File: config.mk
export PLATFORM = sky130hd
export DESIGN_NAME = booth_mac_sequencer
export DESIGN_NICKNAME = d
export VERILOG_FILES = /design/src/rtl/mac_pkg.sv /design/src/rtl/booth_digit_recoder.sv /design/src/rtl/booth_mac_sequencer.sv
export SDC_FILE = /design/constraint.sdc
export NUM_CORES = 1
export LEC_CHECK = 0
export BUFFER_PORTS_ARGS = -buffer_cell sky130_fd_sc_hd__buf_2
export CAP_MARGIN = 25
export CORE_MARGIN = 4
export CORE_UTILIZATION = 40
export DETAILED_ROUTE_END_ITERATION = 12
export GPL_TIMING_DRIVEN = 0
export SLEW_MARGIN = 5
export SYNTH_ARGS = -nofsm -noshare
export SYNTH_HDL_FRONTEND = slang
export SYNTH_SLANG_ARGS = --single-unit
File: constraint.sdc
create_clock -name clk -period 10.5 [get_ports clk]
set_input_delay 0.525 -clock clk [delete_from_list [all_inputs] [get_ports clk]]
set_output_delay 0.525 -clock clk [all_outputs]
set_load 0.05 [all_outputs]
File: src/rtl/mac_pkg.sv
// Shared types for the radix-4 Booth MAC lane: FSM states, Booth digit
// control encodings and default operand/accumulator widths.
package mac_pkg;

  localparam int DATA_WIDTH_DEF = 8;
  localparam int ACC_WIDTH_DEF  = 24;

  typedef enum logic [1:0] {
    IDLE = 2'd0,
    RUN  = 2'd1,
    DONE = 2'd2
  } state_t;

  // Digit controls packed as {shift, neg, zero}
  typedef enum logic [2:0] {
    DIG_POS1 = 3'b000,
    DIG_ZERO = 3'b001,
    DIG_NEG1 = 3'b010,
    DIG_POS2 = 3'b100,
    DIG_NEG2 = 3'b110
  } booth_dig_t;

endpackage

File: src/rtl/booth_digit_recoder.sv
// Radix-4 Booth recoder: multiplier triplet {b[2i+1], b[2i], b[2i-1]}
// to partial-product controls {shift, neg, zero}.
module booth_digit_recoder
  import mac_pkg::*;
(
  input  logic [2:0] triplet,
  output logic       shift,
  output logic       neg,
  output logic       zero
);

  booth_dig_t dig;

  always_comb begin
    dig = DIG_ZERO;
    case (triplet)
      3'b001, 3'b010: dig = DIG_POS1;
      3'b011:         dig = DIG_POS2;
      3'b100:         dig = DIG_NEG2;
      3'b101, 3'b110: dig = DIG_NEG1;
      default:        dig = DIG_ZERO;
    endcase
  end

  assign {shift, neg, zero} = dig;

endmodule

File: src/rtl/booth_mac_sequencer.sv
// Sequential radix-4 Booth multiply-accumulate, one digit per cycle.
// Build option MAC_SAT_EN: clamp the accumulator on overflow instead of wrapping.
module booth_mac_sequencer
  import mac_pkg::*;
#(
  parameter int DATA_WIDTH = DATA_WIDTH_DEF,
  parameter int ACC_WIDTH  = ACC_WIDTH_DEF
) (
  input  logic                  clk,
  input  logic                  rst,
  input  logic                  in_valid,
  output logic                  in_ready,
  input  logic [DATA_WIDTH-1:0] multiplicand,
  input  logic [DATA_WIDTH-1:0] multiplier,
  input  logic                  acc_clear,
  output logic                  out_valid,
  input  logic                  out_ready,
  output logic [ACC_WIDTH-1:0]  acc_out,
  output logic                  overflow,
  output logic                  pp_shift,
  output logic                  pp_neg,
  output logic                  pp_zero
);

  localparam int N  = DATA_WIDTH / 2;
  localparam int CW = (N > 2) ? $clog2(N) : 1;
  localparam int PW = DATA_WIDTH + 2;
  localparam int SW = ACC_WIDTH + 1;
  localparam logic [PW-1:0] ONE_P = PW'(1);
`ifdef MAC_SAT_EN
  localparam bit SAT_EN = 1'b1;
`else
  localparam bit SAT_EN = 1'b0;
`endif

  state_t                  state_q, state_d;
  logic [CW-1:0]           cnt_q;
  logic signed [DATA_WIDTH-1:0] a_reg;
  logic [DATA_WIDTH:0]     b_reg;
  logic signed [SW-1:0]    psum_reg;
  logic signed [ACC_WIDTH-1:0] acc_q;
  logic                    ovf_q;

  logic                    rec_shift, rec_neg, rec_zero, run, last;
  logic signed [PW-1:0]    a_ext, pp_mag, pp_dig;
  logic signed [SW-1:0]    pp_ext, pp_sh, sum;

  // Sum is one bit wider than the accumulator, so its MSB is the true sign
  function automatic logic signed [ACC_WIDTH-1:0] fit_acc(input logic signed [SW-1:0] s);
    if (SAT_EN && (s[SW-1] ^ s[SW-2]))
      fit_acc = s[SW-1] ? {1'b1, {(ACC_WIDTH-1){1'b0}}} : {1'b0, {(ACC_WIDTH-1){1'b1}}};
    else
      fit_acc = s[ACC_WIDTH-1:0];
  endfunction

  booth_digit_recoder u_rec (
    .triplet (b_reg[2:0]),
    .shift   (rec_shift),
    .neg     (rec_neg),
    .zero    (rec_zero)
  );

  assign run    = (state_q == RUN);
  assign last   = (cnt_q == CW'(N - 1));
  assign a_ext  = {{2{a_reg[DATA_WIDTH-1]}}, a_reg};
  assign pp_mag = rec_shift ? (a_ext <<< 1) : a_ext;
  assign pp_dig = rec_zero ? '0 : (rec_neg ? (~pp_mag + ONE_P) : pp_mag);
  assign pp_ext = SW'(pp_dig);
  assign pp_sh  = pp_ext <<< {cnt_q, 1'b0};
  assign sum    = psum_reg + pp_sh;

  always_comb begin
    state_d   = state_q;
    in_ready  = 1'b0;
    out_valid = 1'b0;
    case (state_q)
      IDLE: begin
        in_ready = ~rst;
        if (in_valid) state_d = RUN;
      end
      RUN:  if (last) state_d = DONE;
      DONE: begin
        out_valid = 1'b1;
        if (out_ready) state_d = IDLE;
      end
      default: state_d = IDLE;
    endcase
  end

  always_ff @(posedge clk) begin
    if (rst) begin
      state_q <= IDLE;
      cnt_q   <= '0;
      acc_q   <= '0;
      ovf_q   <= 1'b0;
    end else begin
      state_q <= state_d;
      if (state_q == IDLE && in_valid) begin
        cnt_q <= '0;
        if (acc_clear) ovf_q <= 1'b0;
      end else if (run) begin
        cnt_q <= cnt_q + CW'(1);
        if (last) begin
          acc_q <= fit_acc(sum);
          if (sum[SW-1] ^ sum[SW-2]) ovf_q <= 1'b1;
        end
      end
    end
  end

  // Operand and partial-sum datapath registers carry no reset
  always_ff @(posedge clk) begin
    if (state_q == IDLE && in_valid) begin
      a_reg    <= multiplicand;
      b_reg    <= {multiplier, 1'b0};
      psum_reg <= acc_clear ? '0 : SW'(acc_q);
    end else if (run) begin
      b_reg    <= b_reg >> 2;
      psum_reg <= sum;
    end
  end

  assign acc_out  = acc_q;
  assign overflow = ovf_q;
  assign pp_shift = run & rec_shift;
  assign pp_neg   = run & rec_neg;
  assign pp_zero  = run & rec_zero;

endmodule

==> metrics.txt <==
total power draw 0.00133 W; dpl cells 797; Slew @ Worst Pin 0.877 ns; crit path DAT 6.06 ns; largest net degree at the start of global routing 34; number of global-route vias before repair 4592; hold depth 1; largest area contributor in the netlist edfxtp_1; final worst path period need 5.79 ns; CTS tree yes; DR WL/cell 17.6 um; leak pwr 2.36 nW; Die Footprint 14300 sq um; Initial Util 0.412; share of the synthesized area in the top cell type 0.248; max FFs per register 25; critical path type reg2reg; RePlAce Congestion 0.873; Critical Path End Type flip-flop; Initial DRC Count 365; htree depth 3; CP most frequent cell a21oi_1; HP Start multiplicand[2]; pwr/cell area 232 nW/um^2; post-route insts no fill 813; Mean Syn Cell Area 8.58 sq um; status finished, final reports clean; worst r2r src b_reg[0]; cts hold-fix bufs 0; Synth Net Count 627; max-slew violations 0; dpl hpwl 10500 um; # Max-Cap Violations 0; post-synthesis sequential area ratio 0.369; final wirelength 14300 um; critical path's slowest cell o311ai_1; terminus of the critical flop-to-flop path overflow; cts bufs inserted 9; Max IR drop VDD 0.124 mV; skew final 0.00760 ns; CP peak stage delay 0.61 ns; n_diodes 0; FF+latch count, synth 71; P&R area growth vs syn 15.7%; via count 4657; vias per cell 5.73; Critical Path Fanout Max 10; unrepaired setup endpoints after global routing no; port bufs 49; number of flops mapped to enable cells by yosys 41; Rows 40; Nets 688; Fmax achieved 0.173 GHz; Die Y 119 um; Critical Path Start Type flip-flop; yosys warns 0; Post-synth top flop edfxtp_1; setup TNS 0 ns; Gate Count Post-Synth 579; cells on worst reg2reg path 21; Final Hold Vio Count 0; Hold Crit Class in2reg; GRT overflow 0; DIE WIDTH 119 um; Residual DRC 0; synthesized area 4970 sq um; fraction of registers with async set/reset 0; antenna violations before repair 0; clk buf depth 2; DRT antenna net count 0; clock-pin slew on the worst setup and hold paths 0.06 ns; # clock sinks 71; Worst Hold Path EP a_reg[2]; IO Count 51; final setup violating endpoints 0; synth unique cells 63; Worst EP required 10.77 ns; first-pass GRT wire length 23100 um; Clock Latency Late Sink 0.34 ns; Root Driver clkbuf_16; reg2reg setup slack 4.71 ns; synth top area cells edfxtp_1, dfxtp_1, ha_1; post_cts resized 0; post-CTS repair timing setup buffer count 0; DRT Pass-1 Iters 5; period utilisation layout 0.551; global router's overall resource usage 0.203; max_slew headroom 0.413; core box area 12100 sq um; Final Util 0.476; critical-path cell list clkbuf_1 -> or3b_1 -> nand2_1 -> mux2i_1 -> ha_1 -> nand2b_1 -> o311ai_1 -> a21oi_1 -> a41oi_1 -> o21ai_0 -> mux2i_1 -> a21oi_1 -> ha_1 -> and4_1 -> nand2_1 -> or4b_1 -> nand3_1 -> a21oi_1 -> a22o_1 -> or4_1 -> o211ai_2; layout cells sized above 1 0.135
worst max path at each step:
stage                  start           end  slack [ns]  cells after the start
CTS                 b_reg[0]      overflow        4.77                     20
detailed placement  b_reg[0]      overflow        4.81                     20
finish              b_reg[0]      overflow        4.71                     21
global placement    b_reg[0]      overflow        4.89                     20
global route        b_reg[0]  psum_reg[21]        4.31                     21
floorplan           b_reg[0]      overflow        5.55                     21
critical path, delay by kind of cell (launching register included):
kind            cells  cell delay [ns]
fa+ha+maj           2             0.64
compound gates      8             1.74
simple gates        8             2.39
mux                 2             0.44
buf+inv             1             0.21
flops               1             0.29
layout by cell type (no fill, tap or decap), types with 4 or more instances in the layout:
cell type  instances
nor3_1            12
clkbuf_1          25
o21ai_0           55
or3_1              7
mux2i_1           13
nor2_1            48
xor2_1            10
o21a_1             6
inv_1             19
nand2_1           55
a21oi_1           41
clkbuf_16          9
a22o_1             7
a21boi_0           7
ha_1              26
a31oi_1            8
o31ai_1            4
edfxtp_1          41
buf_2             50
a211oi_1           7
dfxtp_1           30
nand2b_1           7
and3_1             8
o211ai_1           5
xnor2_1           13
and2_1             7
or4_1              5
nand3_1           41
buf_4              4
a21o_1            14
a31o_2             4
Yosys cell counts, types with 8 or more instances:
library cell,number
and3_1,8
mux2i_1,13
clkbuf_1,25
ha_1,26
nor3_1,12
edfxtp_1,41
nand2_1,56
a21o_1,14
xor2_1,10
o21ai_0,55
a21oi_1,41
nand3_1,41
a31oi_1,8
inv_1,19
nor2_1,48
dfxtp_1,30
xnor2_1,13
area by class of cell:
| cell class | instances | area, sq um |
|---|---|---|
| fillers | 1154 | 6320 |
| flip-flops and latches | 71 | 1830 |
| multi-input cells | 454 | 2900 |
| repair buffers | 50 | 260 |
| plain buffers | 35 | 161 |
| clock inverters | 6 | 66.3 |
| inverters | 19 | 71.3 |
| clock buffers | 10 | 239 |
| well taps | 168 | 210 |
logic make-up (layout without fill, tap and decap cells):
group | Yosys count | in the layout | synth area share
xor+xnor | 24 | 24 | 0.0461
flops | 71 | 71 | 0.369
buf+inv | 54 | 120 | 0.0469
simple gates | 208 | 208 | 0.202
fa+ha+maj | 27 | 27 | 0.0695
compound gates | 179 | 179 | 0.234
mux | 16 | 16 | 0.0330
per-stage QoR:
stage	setup slack, ns	cell area (sq um)	hold WS [ns]
floorplan	5.55	4970	0.512
global placement	4.89	5420	0.458
detailed placement	4.81	5440	0.464
CTS	4.77	5740	0.349
global route	4.31	5740	0.345
finish	4.71	5740	0.353
where the power goes:
part           internal [W]  switching [W]  leakage (nW)  total [W]
registers          0.000368      0.0000228         0.655   0.000391
logic              0.000242       0.000381          1.55   0.000623
clock network      0.000192       0.000128         0.150   0.000319
total              0.000802       0.000532          2.36    0.00133
routing by layer:
| metal | wire length [um] | global-route usage |
|---|---|---|
| met3 | 779 | 0.0404 |
| met5 | 0 | 0 |
| met1 | 6060 | 0.245 |
| met2 | 7080 | 0.355 |
| met4 | 373 | 0.0780 |
No activity file was read; power rests on OpenSTA's default activity.
